<file path="config.mk">
export PLATFORM = sky130hd
export DESIGN_NAME = instr_mem_loader
export DESIGN_NICKNAME = d
export VERILOG_FILES = /design/src/rtl/yousei_pkg.sv /design/src/rtl/imem_load_seq.sv /design/src/rtl/instr_mem_loader.sv
export SDC_FILE = /design/constraint.sdc
export NUM_CORES = 2
export LEC_CHECK = 0
export BUFFER_PORTS_ARGS = -buffer_cell sky130_fd_sc_hd__buf_2
export CAP_MARGIN = 40
export CORE_ASPECT_RATIO = 0.6
export CORE_MARGIN = 3
export CORE_UTILIZATION = 30
export DETAILED_ROUTE_END_ITERATION = 6
export PLACE_DENSITY = 0.42
export SLEW_MARGIN = 30
export SYNTH_ARGS = -nofsm -noshare
export SYNTH_HDL_FRONTEND = slang
export SYNTH_SLANG_ARGS = --single-unit
</file>
<file path="constraint.sdc">
create_clock -name Clock -period 4.8 [get_ports Clock]
set_clock_uncertainty 0.15 [all_clocks]
set_input_delay 0.24 -clock Clock [delete_from_list [all_inputs] [get_ports Clock]]
set_output_delay 0.24 -clock Clock [all_outputs]
set_load 0.005 [all_outputs]
</file>
<file path="src/rtl/yousei_pkg.sv">
// Shared definitions for the Yousei core.
//   - imem_state_e : instruction memory loader state (empty / loading / running)
//   - NOP_INSTR    : ISA nop, returned on faulted or out-of-range fetches
//   - HALT_INSTR   : ISA halt encoding
//   - OPCODE_W / OPERAND_W / OPCODE_LSB : instruction field layout, shared with the decoder
package yousei_pkg;

  localparam int unsigned INSTR_W    = 32;
  localparam int unsigned OPCODE_W   = 4;
  localparam int unsigned OPERAND_W  = INSTR_W - OPCODE_W;
  localparam int unsigned OPCODE_LSB = OPERAND_W;

  localparam logic [INSTR_W-1:0] NOP_INSTR  = 32'h3000_0000;
  localparam logic [INSTR_W-1:0] HALT_INSTR = 32'hF000_0000;

  typedef enum logic [1:0] {
    StEmpty,
    StLoad,
    StRun
  } imem_state_e;

endpackage

</file>
<file path="src/rtl/imem_load_seq.sv">
// Load sequencer for the instruction memory.
// Owns the loader FSM, the write pointer, the loaded word count and the done pulse.
// Ports:
//   clk_i, rst_i       : clock, synchronous active-high reset
//   load_start_i       : begin a new load at word 0 (honoured in EMPTY and RUN)
//   load_valid_i       : a load word is offered this cycle
//   load_last_i        : the offered word is the final one
//   load_ready_o       : a load word is accepted this cycle
//   load_done_o        : one-cycle pulse in the cycle after the final write
//   wr_en_o, wr_addr_o : storage write strobe and address
//   word_count_o       : number of valid words in the loaded image
//   state_o            : current loader state
module imem_load_seq
  import yousei_pkg::*;
#(
  parameter int unsigned DEPTH = 64,
  parameter int unsigned IDX_W = 6,
  parameter int unsigned CNT_W = 7
) (
  input  logic             clk_i,
  input  logic             rst_i,
  input  logic             load_start_i,
  input  logic             load_valid_i,
  input  logic             load_last_i,
  output logic             load_ready_o,
  output logic             load_done_o,
  output logic             wr_en_o,
  output logic [IDX_W-1:0] wr_addr_o,
  output logic [CNT_W-1:0] word_count_o,
  output imem_state_e      state_o
);

  localparam logic [IDX_W-1:0] LAST_IDX = IDX_W'(DEPTH - 1);

  imem_state_e      state_q, state_d;
  logic [IDX_W-1:0] ptr_q, ptr_d;
  logic [CNT_W-1:0] word_count_q, word_count_d;
  logic             load_done_q, load_done_d;

  always_comb begin
    state_d      = state_q;
    ptr_d        = ptr_q;
    word_count_d = word_count_q;
    load_done_d  = 1'b0;
    load_ready_o = 1'b0;
    wr_en_o      = 1'b0;

    unique case (state_q)
      StEmpty: begin
        if (load_start_i) begin
          state_d      = StLoad;
          ptr_d        = '0;
          word_count_d = '0;
        end
      end

      StLoad: begin
        load_ready_o = 1'b1;
        if (load_valid_i) begin
          wr_en_o = 1'b1;
          ptr_d   = ptr_q + 1'b1;
          // Leaving on the last slot means words beyond DEPTH are never accepted.
          if (load_last_i || (ptr_q == LAST_IDX)) begin
            word_count_d = CNT_W'(ptr_q) + 1'b1;
            state_d      = StRun;
            load_done_d  = 1'b1;
          end
        end
      end

      StRun: begin
        // Clearing the count on reload makes every stale word fault until the new image lands.
        if (load_start_i) begin
          state_d      = StLoad;
          ptr_d        = '0;
          word_count_d = '0;
        end
      end

      default: begin
        state_d      = StEmpty;
        ptr_d        = '0;
        word_count_d = '0;
      end
    endcase
  end

  always_ff @(posedge clk_i) begin
    if (rst_i) begin
      state_q      <= StEmpty;
      ptr_q        <= '0;
      word_count_q <= '0;
      load_done_q  <= 1'b0;
    end else begin
      state_q      <= state_d;
      ptr_q        <= ptr_d;
      word_count_q <= word_count_d;
      load_done_q  <= load_done_d;
    end
  end

  assign wr_addr_o    = ptr_q;
  assign word_count_o = word_count_q;
  assign load_done_o  = load_done_q;
  assign state_o      = state_q;

endmodule

</file>
<file path="src/rtl/instr_mem_loader.sv">
// Run-time loadable instruction memory for the Yousei core.
// A program is streamed in through a valid/ready load port; fetches are served
// with a one-cycle registered read and are bounds-checked against the loaded image.
// Ports:
//   Clock, Reset          : clock, synchronous active-high reset
//   LoadStart             : pulse, begin a new load at word 0
//   LoadValid/Data/Last   : load stream; LoadLast marks the final word
//   LoadReady             : a load word is accepted this cycle
//   LoadDone              : one-cycle pulse when the load completes
//   WordCount             : number of valid words in the loaded image
//   FetchReq, Endereco    : fetch request and word address
//   Instrucao             : fetched instruction (registered, holds between fetches)
//   FetchValid            : Instrucao is the result of last cycle's fetch
//   AddrFault             : that fetch was out of range and returned NOP_WORD
//   Stall                 : block is not serving fetches; the core must hold its PC
module instr_mem_loader
  import yousei_pkg::*;
#(
  parameter int unsigned       DATA_W   = 32,
  parameter int unsigned       ADDR_W   = 32,
  parameter int unsigned       DEPTH    = 64,
  parameter logic [DATA_W-1:0] NOP_WORD = DATA_W'(NOP_INSTR)
) (
  input  logic                       Clock,
  input  logic                       Reset,
  input  logic                       LoadStart,
  input  logic                       LoadValid,
  input  logic [DATA_W-1:0]          LoadData,
  input  logic                       LoadLast,
  output logic                       LoadReady,
  output logic                       LoadDone,
  output logic [$clog2(DEPTH+1)-1:0] WordCount,
  input  logic                       FetchReq,
  input  logic [ADDR_W-1:0]          Endereco,
  output logic [DATA_W-1:0]          Instrucao,
  output logic                       FetchValid,
  output logic                       AddrFault,
  output logic                       Stall
);

  localparam int unsigned CNT_W = $clog2(DEPTH + 1);
  localparam int unsigned IDX_W = (DEPTH > 1) ? $clog2(DEPTH) : 1;

  imem_state_e      state;
  logic             wr_en;
  logic [IDX_W-1:0] wr_addr;
  logic [CNT_W-1:0] word_count;

  imem_load_seq #(
    .DEPTH (DEPTH),
    .IDX_W (IDX_W),
    .CNT_W (CNT_W)
  ) u_load_seq (
    .clk_i        (Clock),
    .rst_i        (Reset),
    .load_start_i (LoadStart),
    .load_valid_i (LoadValid),
    .load_last_i  (LoadLast),
    .load_ready_o (LoadReady),
    .load_done_o  (LoadDone),
    .wr_en_o      (wr_en),
    .wr_addr_o    (wr_addr),
    .word_count_o (word_count),
    .state_o      (state)
  );

  // Storage is deliberately not reset; WordCount alone decides which words are live.
  logic [DATA_W-1:0] mem [DEPTH];

  always_ff @(posedge Clock) begin
    if (wr_en) begin
      mem[wr_addr] <= LoadData;
    end
  end

  logic [DATA_W-1:0] instr_q, instr_d;
  logic              fetch_valid_q, fetch_valid_d;
  logic              addr_fault_q, addr_fault_d;
  logic              fetch_go;
  logic              in_range;
  logic [IDX_W-1:0]  rd_idx;

  // Full-width compare so any set upper address bit faults.
  assign in_range = Endereco < ADDR_W'(word_count);
  assign rd_idx   = Endereco[IDX_W-1:0];
  // A simultaneous LoadStart wins and drops the fetch.
  assign fetch_go = (state == StRun) && FetchReq && !LoadStart;

  always_comb begin
    instr_d       = instr_q;
    fetch_valid_d = 1'b0;
    addr_fault_d  = 1'b0;
    if (fetch_go) begin
      fetch_valid_d = 1'b1;
      if (in_range) begin
        instr_d = mem[rd_idx];
      end else begin
        instr_d      = NOP_WORD;
        addr_fault_d = 1'b1;
      end
    end
  end

  always_ff @(posedge Clock) begin
    if (Reset) begin
      instr_q       <= NOP_WORD;
      fetch_valid_q <= 1'b0;
      addr_fault_q  <= 1'b0;
    end else begin
      instr_q       <= instr_d;
      fetch_valid_q <= fetch_valid_d;
      addr_fault_q  <= addr_fault_d;
    end
  end

  assign Instrucao  = instr_q;
  assign FetchValid = fetch_valid_q;
  assign AddrFault  = addr_fault_q;
  assign WordCount  = word_count;
  assign Stall      = (state != StRun);

endmodule

</file>
==> flow_summary_export.csv <==
group,metric,value,unit
final_layout,layout.cells.non_filler,7775,
worst_setup_path,path_class,"reg2reg",
floorplan,die_h,407,um
placed_design,dpl_cell_area,87400,sq um
placed_design,dpl.cell_count,7352,
global_route,grt_pass1_wl,365,mm
synth,syn_area,80400,sq um
route,firstDrtPassIters,5,
worst_setup_path,cp.required,5.43,ns
worst_setup_path,crit_arrival,4.48,ns
final_layout,drive_above_1_share,28.6,%
timing,fin_tns_setup,0,ns
clock_tree,cts_tree,"done",
timing,finalWorstSetupSlack,0.946,ns
route,antenna_left,0,
floorplan,num_rows,146,
worst_setup_path,worstSetupStartpoint,"u_load_seq.word_count_o[6]",
timing,rsz0062_at_grt,"no",
timing,tightestPinTransition,0.909,ns
min_path,whs_path_depth,4,
placed_design,dp_hpwl,160,mm
clock_tree,clk_pin_slew,0.06,ns
route,drc,0,
global_route,grt_max_degree,82,
final_layout,layout.nets,4135,
worst_setup_path,startpoint_type,"register",
synth,ys_async_sr_fraction,0,%
clock_tree,cts_setup_buffers,0,
timing,achievable-frequency,0.259,GHz
global_route,track_usage,19.5,%
route,drtIter0Drc,5249,
clock_tree,worstSkewPairLatency,0.85,ns
timing,setup_viol,0,
worst_setup_path,end_kind,"register",
floorplan,io-pin-count,114,
min_path,min_from,"Endereco[1]",
synth,synth_cells,3668,
final_layout,syn2layout_area_growth,17.4,%
route,vias,40900,
route,finalWirelength,270,mm
floorplan,start_util,30.3,%
clock_tree,htree_levels,4,
synth,ys_seq_elements,2098,
synth,syn_area_per_cell,21.9,sq um
worst_setup_path,max_stage_delay,0.67,ns
timing,slew_headroom,39.4,%
clock_tree,hold_buffers,46,
timing,whs,0.0728,ns
clock_tree,cts.sinks,2098,
min_path,hp-class,"in2reg",
synth,ys_types,59,
placed_design,pre_cts_ws,1.18,ns
global_route,antenna_found_initial,22,
timing,final_max_slew_viol_count,0,
global_route,grt_overflow,0,
global_route,grt_pass1_vias,40500,
route,viasPerCell,5.26,
placed_design,port_buffers,113,
worst_setup_path,r2r_start,"u_load_seq.word_count_o[6]",
worst_setup_path,slowest_stage,"buf_4",
worst_setup_path,cp_max_fo,28,
job,maxCapViolations,0,
route,wl_per_cell,34.7,um
timing,period_minus_slack,3.85,ns
synth,synth_nets,3745,
clock_tree,cts_resized,0,
pwr,peakVddDrop,295,uV
worst_setup_path,crit_chain,"inv_1 > ha_1 > a211oi_1 > nand4_1 > dlygate4sd3_1 > or3_1 > a211oi_4 > buf_4 > o21ai_0 > o21ai_1",
timing,hold_viol_final,0,
pwr,power_density,401,nW/um^2
clock_tree,cts_made_buffers,204,
placed_design,gp_congestion,0.762,
synth,yosysSeqAreaShare,77.7,%
floorplan,die_area,274000,sq um
synth,synth_edf_count,2048,
worst_setup_path,rrSetupSlack,0.95,ns
clock_tree,cts.path.max_buffers,4,
floorplan,fp.dieW,674,um
final_layout,design_area,94400,sq um
clock_tree,cts_root_buf,"clkbuf_16",
timing,final.period_utilization,80.3,%
worst_setup_path,reg2reg_depth,10,
floorplan,core-area,265000,sq um
synth,synthFlopType,"edfxtp_1",
run_status,outcome,"finished clean",
pwr,p_leak,0.0293,uW
synth,yosysWarnings,0,
[placed cells by master (no fill, tap or decap), types with 18 or more instances in the layout]
cell | netlist | final
buf_4 | 58 | 153
dlygate4sd3_1 | 0 | 46
mux4_2 | 485 | 485
mux2_2 | 22 | 22
o22ai_1 | 18 | 18
nor3_1 | 20 | 20
a211oi_1 | 22 | 22
edfxtp_1 | 2048 | 2048
clkinv_2 | 0 | 37
dfxtp_1 | 50 | 50
nand3_1 | 38 | 38
o21ai_0 | 42 | 42
clkbuf_1 | 53 | 57
nand2_1 | 81 | 81
a221oi_1 | 18 | 18
clkbuf_16 | 0 | 207
clkinv_1 | 2 | 32
a22oi_1 | 104 | 104
nor2_1 | 115 | 50
buf_2 | 73 | 105
a21oi_1 | 73 | 73
mux2i_1 | 145 | 145
buf_12 | 0 | 62
nor2_4 | 1 | 66
nand2b_1 | 25 | 25
[worst max-delay path: cells and delay by family, from the launching register on]
kind / cells / cell delay, ns
DFF: 1 / 0.38
and+or+nand+nor: 2 / 0.52
buffers and inverters: 3 / 1.29
adders and majority gates: 1 / 0.32
AOI/OAI and AO/OA: 4 / 1.06
[report_power, final]
| part | switching [uW] | internal, uW | total [uW] |
|---|---|---|---|
| combinational | 1160 | 657 | 1820 |
| clock | 6980 | 8920 | 15900 |
| sequential | 6.36 | 20100 | 20100 |
[cell families (layout without fill, tap and decap cells)]
| family | after synthesis | after routing | share of synthesized area, % |
|---|---|---|---|
| DFF | 2098 | 2098 | 77.7 |
| buffers and inverters | 217 | 766 | 1.50 |
| AOI/OAI and AO/OA | 357 | 357 | 2.98 |
| adders and majority gates | 7 | 7 | 0.109 |
| other | 0 | 6 | 0 |
| and+or+nand+nor | 333 | 333 | 1.92 |
| xor gates and xnor gates | 4 | 4 | 0.0436 |
| muxes | 652 | 652 | 15.7 |
[metal layers]
metal  wire, um  up-vias  global-route usage [%]  share of wire, %
met5         13        -                       0            0.0048
met3      20200      247                    3.55               7.5
met4       3500        2                    2.90               1.3
li1           -    16300                       -                 -
met1     136000    22800                    32.3                50
met2     110000     1589                    26.6                41
[path summary, 6_finish.rpt]
check / to
worst max-delay path: Instrucao[13]
worst min-delay path: Instrucao[0]
worst max register to register: Instrucao[13]
worst min register to register: u_load_seq.word_count_o[3]
[sequential cells by signal, summed over array words and instances, names as in the netlist]
signal	flops
AddrFault	1
FetchValid	1
u_load_seq.state_o	2
u_load_seq.wr_addr_o	6
Instrucao	32
mem	2048
u_load_seq.load_done_o	1
u_load_seq.word_count_o	7
[layout make-up]
type	count	area, sq um
Fill cell	24500	171000
Sequential cell	2098	62500
Multi-Input combinational cell	1353	17200
Clock buffer	278	5590
Tap cell	3552	4440
Timing Repair Buffer	389	3790
Clock inverter	87	787
Inverter	12	47.5
Antenna cell	6	15.0
[per-stage QoR]
step | util, % | power (uW)
finish | 35.6 | 37800
global route | 35.6 | 39100
floorplan | - | 21400
global placement | 32.8 | 22300
detailed placement | 33.0 | 22300
CTS | 35.5 | 38200
[synthesized netlist by cell type, drive strengths merged (17+ instances only)]
library cell / number / area, sq um
mux2: 22 / 248
nand2: 81 / 304
a22oi: 104 / 781
a21oi: 73 / 365
nand3: 38 / 190
clkbuf: 54 / 204
a211oi: 23 / 178
mux4: 485 / 10900
a221oi: 18 / 158
o22ai: 18 / 113
nor2b: 17 / 106
edfxtp: 2048 / 61500
nor3: 20 / 100
buf: 151 / 958
nand2b: 25 / 156
o21ai: 56 / 280
mux2i: 145 / 1450
nor2: 116 / 443
dfxtp: 50 / 1000
(Power assumes the default switching activity.)
